--- src/rtl/pcs_pkg.sv ---
// ----------------------------------------------------------------------------
// pcs_pkg
// Shared definitions for the PCS receive path.
//   - Valid sync header encodings (data / control)
//   - Block-lock FSM state type
//   - Default lock, invalid-window and slip-wait parameters
//   - sh_valid(): header validity test
// ----------------------------------------------------------------------------
package pcs_pkg;

    localparam logic [1:0] SH_DATA = 2'b01;
    localparam logic [1:0] SH_CTRL = 2'b10;

    localparam int DEF_LOCK_CNT    = 64;
    localparam int DEF_INVALID_MAX = 16;
    localparam int DEF_SLIP_WAIT   = 4;

    typedef enum logic [1:0] {
        ST_RESET_CNT = 2'd0,
        ST_TEST_SH   = 2'd1,
        ST_SLIP      = 2'd2,
        ST_SLIP_WAIT = 2'd3
    } sync_state_t;

    // Only 01 and 10 carry a block; 00 and 11 mean the boundary is wrong.
    function automatic logic sh_valid(input logic [1:0] sh);
        return (sh == SH_DATA) || (sh == SH_CTRL);
    endfunction

endpackage

--- src/rtl/pcs_rx_gearbox_32_66.sv ---
// ----------------------------------------------------------------------------
// pcs_rx_gearbox_32_66
// 32-bit to 66-bit gearbox with single-bit slip.
// A 98-bit buffer collects words LSB-first. Each cycle it first extracts a
// block (when 66 bits are present), or else executes a pending slip. After
// that it appends the incoming word.
// Ports:
//   clk, rst      clock, synchronous active-high reset
//   in_data       received word, bit 0 earliest on the wire
//   in_valid      word present this cycle
//   slip_req      request one bit slip (held pending until executed)
//   blk_valid     a block is extracted on the coming edge (combinational)
//   blk_data      the block being extracted, header in [1:0]
//   slip_pulse    registered strobe, one cycle per executed slip
// ----------------------------------------------------------------------------
module pcs_rx_gearbox_32_66 (
    input  logic        clk,
    input  logic        rst,
    input  logic [31:0] in_data,
    input  logic        in_valid,
    input  logic        slip_req,
    output logic        blk_valid,
    output logic [65:0] blk_data,
    output logic        slip_pulse
);

    localparam int BUF_W = 98;

    logic [BUF_W-1:0] bit_buf;
    logic [BUF_W-1:0] bit_buf_nxt;
    logic [6:0]       fill_cnt;
    logic [6:0]       fill_cnt_nxt;
    logic             slip_pending;
    logic             slip_now;

    assign blk_valid = (fill_cnt >= 7'd66);
    assign blk_data  = bit_buf[65:0];

    // NOTE: every signal written here gets a default first, so no path leaves
    // it unassigned and no latch is inferred; blocking '=' is correct because
    // later statements must see the earlier partial results.
    always_comb begin
        bit_buf_nxt  = bit_buf;
        fill_cnt_nxt = fill_cnt;
        slip_now     = 1'b0;

        if (blk_valid) begin
            bit_buf_nxt  = bit_buf >> 7'd66;
            fill_cnt_nxt = fill_cnt - 7'd66;
        end else if (slip_pending && (fill_cnt != 7'd0)) begin
            // Dropping the oldest bit moves the block boundary one bit later.
            bit_buf_nxt  = bit_buf >> 7'd1;
            fill_cnt_nxt = fill_cnt - 7'd1;
            slip_now     = 1'b1;
        end

        // Bits above fill_cnt are always zero, so OR-ing in the word is a
        // plain placement. Fill never exceeds 97, so nothing overflows.
        if (in_valid) begin
            bit_buf_nxt  = bit_buf_nxt | ({{(BUF_W-32){1'b0}}, in_data} << fill_cnt_nxt);
            fill_cnt_nxt = fill_cnt_nxt + 7'd32;
        end
    end

    // NOTE: state registers use non-blocking '<=' so every flop samples the
    // pre-edge values regardless of statement order.
    always_ff @(posedge clk) begin
        if (rst) begin
            bit_buf      <= '0;
            fill_cnt     <= '0;
            slip_pending <= 1'b0;
            slip_pulse   <= 1'b0;
        end else begin
            bit_buf      <= bit_buf_nxt;
            fill_cnt     <= fill_cnt_nxt;
            slip_pending <= slip_req | (slip_pending & ~slip_now);
            slip_pulse   <= slip_now;
        end
    end

endmodule

--- src/rtl/pcs_rx_block_sync.sv ---
// ----------------------------------------------------------------------------
// pcs_rx_block_sync
// Receive block synchroniser: assembles 66-bit blocks from 32-bit SerDes
// words and hunts for block alignment with a Clause 49-style lock FSM.
// Optional build macro: PCS_RX_BLOCK_SYNC_STATS_EN adds saturating
// slip_count and hdr_err_count outputs.
// Ports:
//   clk, rst          clock, synchronous active-high reset
//   in_serdes_data    received word, bit 0 earliest on the wire
//   in_serdes_valid   word present this cycle (no backpressure)
//   rx_pcs_data       block payload (block bits [65:2]), held when not valid
//   rx_pcs_header     sync header (block bits [1:0]), held when not valid
//   rx_pcs_valid      one-cycle strobe per block emitted while locked
//   block_lock        lock status
//   slip_pulse        one-cycle strobe per executed bit slip
//   slip_count        (stats build) number of slips, saturating
//   hdr_err_count     (stats build) invalid headers seen while locked
// ----------------------------------------------------------------------------
module pcs_rx_block_sync
    import pcs_pkg::*;
#(
    parameter int IN_WIDTH       = 32,
    parameter int PCS_DATA_WIDTH = 64,
    parameter int LOCK_CNT       = DEF_LOCK_CNT,
    parameter int INVALID_MAX    = DEF_INVALID_MAX,
    parameter int SLIP_WAIT      = DEF_SLIP_WAIT
) (
    input  logic                      clk,
    input  logic                      rst,
    input  logic [IN_WIDTH-1:0]       in_serdes_data,
    input  logic                      in_serdes_valid,
    output logic [PCS_DATA_WIDTH-1:0] rx_pcs_data,
    output logic [1:0]                rx_pcs_header,
    output logic                      rx_pcs_valid,
    output logic                      block_lock,
    output logic                      slip_pulse
`ifdef PCS_RX_BLOCK_SYNC_STATS_EN
    ,
    output logic [15:0]               slip_count,
    output logic [15:0]               hdr_err_count
`endif
);

    localparam int SH_W  = $clog2(LOCK_CNT + 1);
    localparam int INV_W = $clog2(INVALID_MAX + 1);
    localparam int WT_W  = $clog2(SLIP_WAIT + 1);

    localparam logic [SH_W-1:0]  SH_LIMIT  = SH_W'(LOCK_CNT);
    localparam logic [INV_W-1:0] INV_LIMIT = INV_W'(INVALID_MAX);
    localparam logic [WT_W-1:0]  WT_LIMIT  = WT_W'(SLIP_WAIT);

    logic        blk_valid;
    logic [65:0] blk_data;
    logic        slip_req;
    logic        hdr_ok;
    logic        hdr_err;
    logic        out_valid;

    sync_state_t      state, state_nxt;
    logic [SH_W-1:0]  sh_cnt, sh_cnt_nxt;
    logic [INV_W-1:0] sh_invld_cnt, sh_invld_cnt_nxt;
    logic [WT_W-1:0]  wait_cnt, wait_cnt_nxt;
    logic             lock_nxt;

    pcs_rx_gearbox_32_66 u_gearbox (
        .clk        (clk),
        .rst        (rst),
        .in_data    (in_serdes_data),
        .in_valid   (in_serdes_valid),
        .slip_req   (slip_req),
        .blk_valid  (blk_valid),
        .blk_data   (blk_data),
        .slip_pulse (slip_pulse)
    );

    assign hdr_ok = sh_valid(blk_data[1:0]);

    // A block is never extracted in the cycle right after another, so the
    // one-cycle RESET_CNT and SLIP states never skip a header test.
    always_comb begin
        state_nxt        = state;
        sh_cnt_nxt       = sh_cnt;
        sh_invld_cnt_nxt = sh_invld_cnt;
        wait_cnt_nxt     = wait_cnt;
        lock_nxt         = block_lock;
        slip_req         = 1'b0;
        hdr_err          = 1'b0;

        case (state)
            ST_RESET_CNT: begin
                sh_cnt_nxt       = '0;
                sh_invld_cnt_nxt = '0;
                state_nxt        = ST_TEST_SH;
            end
            ST_TEST_SH: begin
                if (blk_valid) begin
                    if (!block_lock) begin
                        if (hdr_ok) begin
                            sh_cnt_nxt = sh_cnt + SH_W'(1);
                            if (sh_cnt_nxt == SH_LIMIT) begin
                                lock_nxt  = 1'b1;
                                state_nxt = ST_RESET_CNT;
                            end
                        end else begin
                            state_nxt = ST_SLIP;
                        end
                    end else begin
                        sh_cnt_nxt = sh_cnt + SH_W'(1);
                        if (!hdr_ok) begin
                            sh_invld_cnt_nxt = sh_invld_cnt + INV_W'(1);
                            hdr_err          = 1'b1;
                        end
                        if (sh_invld_cnt_nxt == INV_LIMIT) begin
                            lock_nxt  = 1'b0;
                            state_nxt = ST_SLIP;
                        end else if (sh_cnt_nxt == SH_LIMIT) begin
                            state_nxt = ST_RESET_CNT;
                        end
                    end
                end
            end
            ST_SLIP: begin
                slip_req     = 1'b1;
                wait_cnt_nxt = '0;
                state_nxt    = ST_SLIP_WAIT;
            end
            ST_SLIP_WAIT: begin
                // Blocks right after a slip still straddle the old boundary.
                if (blk_valid) begin
                    wait_cnt_nxt = wait_cnt + WT_W'(1);
                    if (wait_cnt_nxt == WT_LIMIT) begin
                        state_nxt = ST_RESET_CNT;
                    end
                end
            end
            default: state_nxt = ST_RESET_CNT;
        endcase
    end

    // The lock decision made on this very block gates it: the block that
    // completes lock is emitted, the block that loses lock is not.
    assign out_valid = blk_valid & lock_nxt;

    always_ff @(posedge clk) begin
        if (rst) begin
            state         <= ST_RESET_CNT;
            sh_cnt        <= '0;
            sh_invld_cnt  <= '0;
            wait_cnt      <= '0;
            block_lock    <= 1'b0;
            rx_pcs_valid  <= 1'b0;
            rx_pcs_data   <= '0;
            rx_pcs_header <= '0;
        end else begin
            state        <= state_nxt;
            sh_cnt       <= sh_cnt_nxt;
            sh_invld_cnt <= sh_invld_cnt_nxt;
            wait_cnt     <= wait_cnt_nxt;
            block_lock   <= lock_nxt;
            rx_pcs_valid <= out_valid;
            if (out_valid) begin
                rx_pcs_data   <= blk_data[65:2];
                rx_pcs_header <= blk_data[1:0];
            end
        end
    end

`ifdef PCS_RX_BLOCK_SYNC_STATS_EN
    always_ff @(posedge clk) begin
        if (rst) begin
            slip_count    <= '0;
            hdr_err_count <= '0;
        end else begin
            if (slip_pulse && (slip_count != 16'hFFFF)) begin
                slip_count <= slip_count + 16'd1;
            end
            if (hdr_err && (hdr_err_count != 16'hFFFF)) begin
                hdr_err_count <= hdr_err_count + 16'd1;
            end
        end
    end
`endif

endmodule

--- config.mk ---
export PLATFORM = sky130hd
export DESIGN_NAME = pcs_rx_block_sync
export DESIGN_NICKNAME = d
export VERILOG_FILES = /design/src/rtl/pcs_pkg.sv /design/src/rtl/pcs_rx_gearbox_32_66.sv /design/src/rtl/pcs_rx_block_sync.sv
export SDC_FILE = /design/constraint.sdc
export NUM_CORES = 1
export LEC_CHECK = 0
export CAP_MARGIN = 40
export CORE_ASPECT_RATIO = 1.4
export CORE_MARGIN = 2
export CORE_UTILIZATION = 45
export CTS_CLUSTER_DIAMETER = 150
export CTS_CLUSTER_SIZE = 16
export DETAILED_ROUTE_END_ITERATION = 12
export DONT_BUFFER_PORTS = 1
export PLACE_DENSITY_LB_ADDON = 0.25
export SYNTH_ARGS = -nofsm -noshare
export SYNTH_HDL_FRONTEND = slang
export SYNTH_SLANG_ARGS = --single-unit
--- constraint.sdc ---
create_clock -name clk -period 3.67 [get_ports clk]
set_clock_uncertainty 0.15 [all_clocks]
set_input_delay 0.367 -clock clk [delete_from_list [all_inputs] [get_ports clk]]
set_output_delay 0.367 -clock clk [all_outputs]
set_load 0.005 [all_outputs]
==> metrics <==
share of cells above drive strength 1 19.7%; DRT iter0 DRCs 1,025; combinational power share 44.0%; Final Wtd Congestion 1.07; clk slew on worst S/H paths 0.08 ns; minimum clock period 3.68 ns; Clock Latency Late Sink 0.45 ns; fmax 272 MHz; Final Hold Fails 0; Yosys cell types 79; post-route setup slack -0.0107 ns; top_reg_cell synth dfxtp_1; wire per inst 23.7 µm; Net Sw Frac 39.2%; most common cell after layout, fill and taps aside nand2_1; Leak 0.00567 µW; Post-Synthesis Cells 1,710; wl on met1 19.0 mm; Die X 144 µm; Min-Delay Path Class primary input to flip-flop; Cell Count, Final, Fillers Out 2,223; Remaining Overflow, GRT 0; Cell Area, Synth 12,300 µm²; H-tree levels 4; final setup TNS -0.0107 ns; Routed WL 52.6 mm; RSZ-0062 raised after global routing true; routed vias 13,800; n_diodes 0; worst slew pin tran 0.852 ns; FF+latch count, synth 192; met3 routed WL 3.29 mm; Clk pwr share 23.9%; vias in the first global route 13,200; worst vdd ir 0.315 mV; Seq pwr share 32.1%; Sw Pwr 2990 µW; Final nets 1,890; Ports 104; CP endpoint kind flip-flop; max_cap viols 0; CTS root buf clkbuf_16; Longest Clk Path Bufs 2; failing checks setup timing; final setup fails 1; most frequent cells in the layout 388 x nand2_1, 237 x buf_4, 236 x a21oi_1; status finished, violations left; Die Ht 200 µm; CTS tree yes; global-route wire length before repair 79.0 mm; number of enable flip-flop cells after synthesis 0; worst-path fanout max 17; met2 WL 25.4 mm; cell-internal power 4640 µW; total CTS buffers 17; Initial Utilization 45.8%; Area Growth Syn to Fin 23.0%; Overall Global Routing Usage 36.6%; WS Path Type flip-flop to flip-flop; Detail Placement HPWL 39.7 mm; via/cell ratio 6.19; data arrival time of the worst path 3.83 ns; Period Utilization, post-route 100%; Slew Viols, Final 0; worst endpoint required time 3.82 ns; clock sinks 192; Detail Route Antenna Nets 0; Critical Path Source Type flip-flop; Avg Cell Area, Syn 7.21 µm²; standard-cell rows 71; Core Area 26,900 µm²; overall power 7630 µW; placed insts 2,186; highest metal used met4; sequential share of the synthesized area 31.2%; initial antenna violation count 0; Async SR Flop Fraction 0%; PwrDens 504 nW/µm²; largest net degree at the start of global routing 150; max_slew headroom 43.2%; # DRC 0; area of the die 28,700 µm²; Synth Warn # 0; TritonRoute pass-1 iters 5; PortBufs 0; syn nets 1,754
## synth_stat cells (all sizes together), types with 3 or more instances
cell type	n	area share, %
a211o	6	0.43
a211oi	9	0.55
a21boi	3	0.21
a21o	8	0.49
a21oi	240	9.8
a221o	8	0.65
a221oi	18	1.3
a22o	3	0.28
a22oi	17	1.1
a311oi	11	0.78
a31o	4	0.28
a31oi	17	0.86
and2	33	1.7
and3	10	0.51
buf	56	2.3
clkbuf	85	2.6
dfxtp	192	31
ha	9	0.91
inv	6	0.18
mux2	29	2.7
mux2i	77	6.3
nand2	392	12
nand2b	11	0.56
nand3	56	2.3
nand4	32	1.6
nor2	94	2.9
nor2b	33	1.7
nor3	19	0.81
nor3b	8	0.49
o211ai	38	2.3
o21a	3	0.18
o21ai	81	3.5
o221ai	5	0.36
o22ai	41	2.1
o2bb2ai	9	0.64
o32ai	8	0.57
or3	4	0.20
xor2	6	0.43
## worst max-delay path: stages, from the launching register on
cell	delay, ns
dfxtp_1	0.32
inv_2	0.09
ha_1	0.17
or4b_4	0.51
a22o_4	0.29
o21ai_4	0.23
nand2_8	0.15
buf_4	0.17
mux2_1	0.34
mux2i_1	0.28
mux2i_2	0.18
a21oi_1	0.34
buf_4	0.20
o22ai_1	0.08
## repair_timing
action                     CTS  global route
setup endpoints to repair   25            77
hold buffers                 3             0
cloned                       0             1
buffers inserted             0             2
hold endpoints to repair   149             0
pin swaps                    1             4
gates resized for setup     12            31
## sequential cells by signal, indices dropped and copies added (netlist names), named ones only
signal	cells
u_gearbox.slip_pending	1
rx_pcs_valid	1
wait_cnt	3
rx_pcs_header	2
rx_pcs_data	64
state	1
block_lock	1
sh_cnt	7
u_gearbox.bit_buf	98
sh_invld_cnt	5
u_gearbox.slip_pulse	1
u_gearbox.fill_cnt	7
## through the flow
step           setup slack [ns]  hold WS, ns  utilization [%]  cell area [µm²]
2_1_floorplan            0.0183        0.294                -            12300
3_3_place_gp             -0.138        0.296             53.0            14300
3_5_place_dp             -0.146        0.300             53.1            14300
4_1_cts                0.000485       0.0384             55.6            15000
5_1_grt                 -0.0486       0.0607             56.3            15200
6_report                -0.0107       0.0534             56.3            15200
## kinds of logic after synthesis
group / share of synthesized area (%)
AOI/OAI and AO/OA: 27.6
muxes: 9.18
xor gates and xnor gates: 0.568
adders and majority gates: 0.914
and+or+nand+nor: 25.4
DFF: 31.2
buffers and inverters: 5.11
## final cells by class
| type | instances | area (µm²) |
|---|---|---|
| clock buffers | 23 | 478 |
| well taps | 365 | 457 |
| flip-flops and latches | 192 | 3840 |
| inverters | 7 | 26.3 |
| multi-input cells | 1370 | 8070 |
| fillers | 2659 | 11800 |
| repair buffers | 258 | 2200 |
| clock inverters | 8 | 82.6 |
## path summary, 6_finish.rpt
kind / startpoint / to / slack, ns / cells past startpoint
max: u_gearbox.fill_cnt[1] / u_gearbox.bit_buf[25] / -0.01 / 13
min: in_serdes_valid / u_gearbox.fill_cnt[6] / 0.05 / 3
max reg2reg: u_gearbox.fill_cnt[1] / u_gearbox.bit_buf[25] / -0.01 / 13
min reg2reg: u_gearbox.bit_buf[26] / rx_pcs_data[24] / 0.32 / 2
## power groups by stage
| stage | logic (µW) | registers (µW) | clock network (µW) |
|---|---|---|---|
| 6_report | 3360 | 2450 | 1820 |
| 4_1_cts | 3180 | 2450 | 1840 |
| 3_5_place_dp | 3090 | 2490 | 0 |
| 5_1_grt | 3520 | 2470 | 1910 |
| 3_3_place_gp | 3100 | 2490 | 0 |
| 2_1_floorplan | 1570 | 2420 | 0 |
## per-layer routing
| metal | track usage (%) | vias up |
|---|---|---|
| met3 | 7.42 | 228 |
| met2 | 61.6 | 642 |
| met1 | 39.5 | 6466 |
| met5 | 0 | - |
| li1 | - | 6420 |
| met4 | 29.9 | 0 |
No activity file was read; power rests on OpenSTA's default activity.
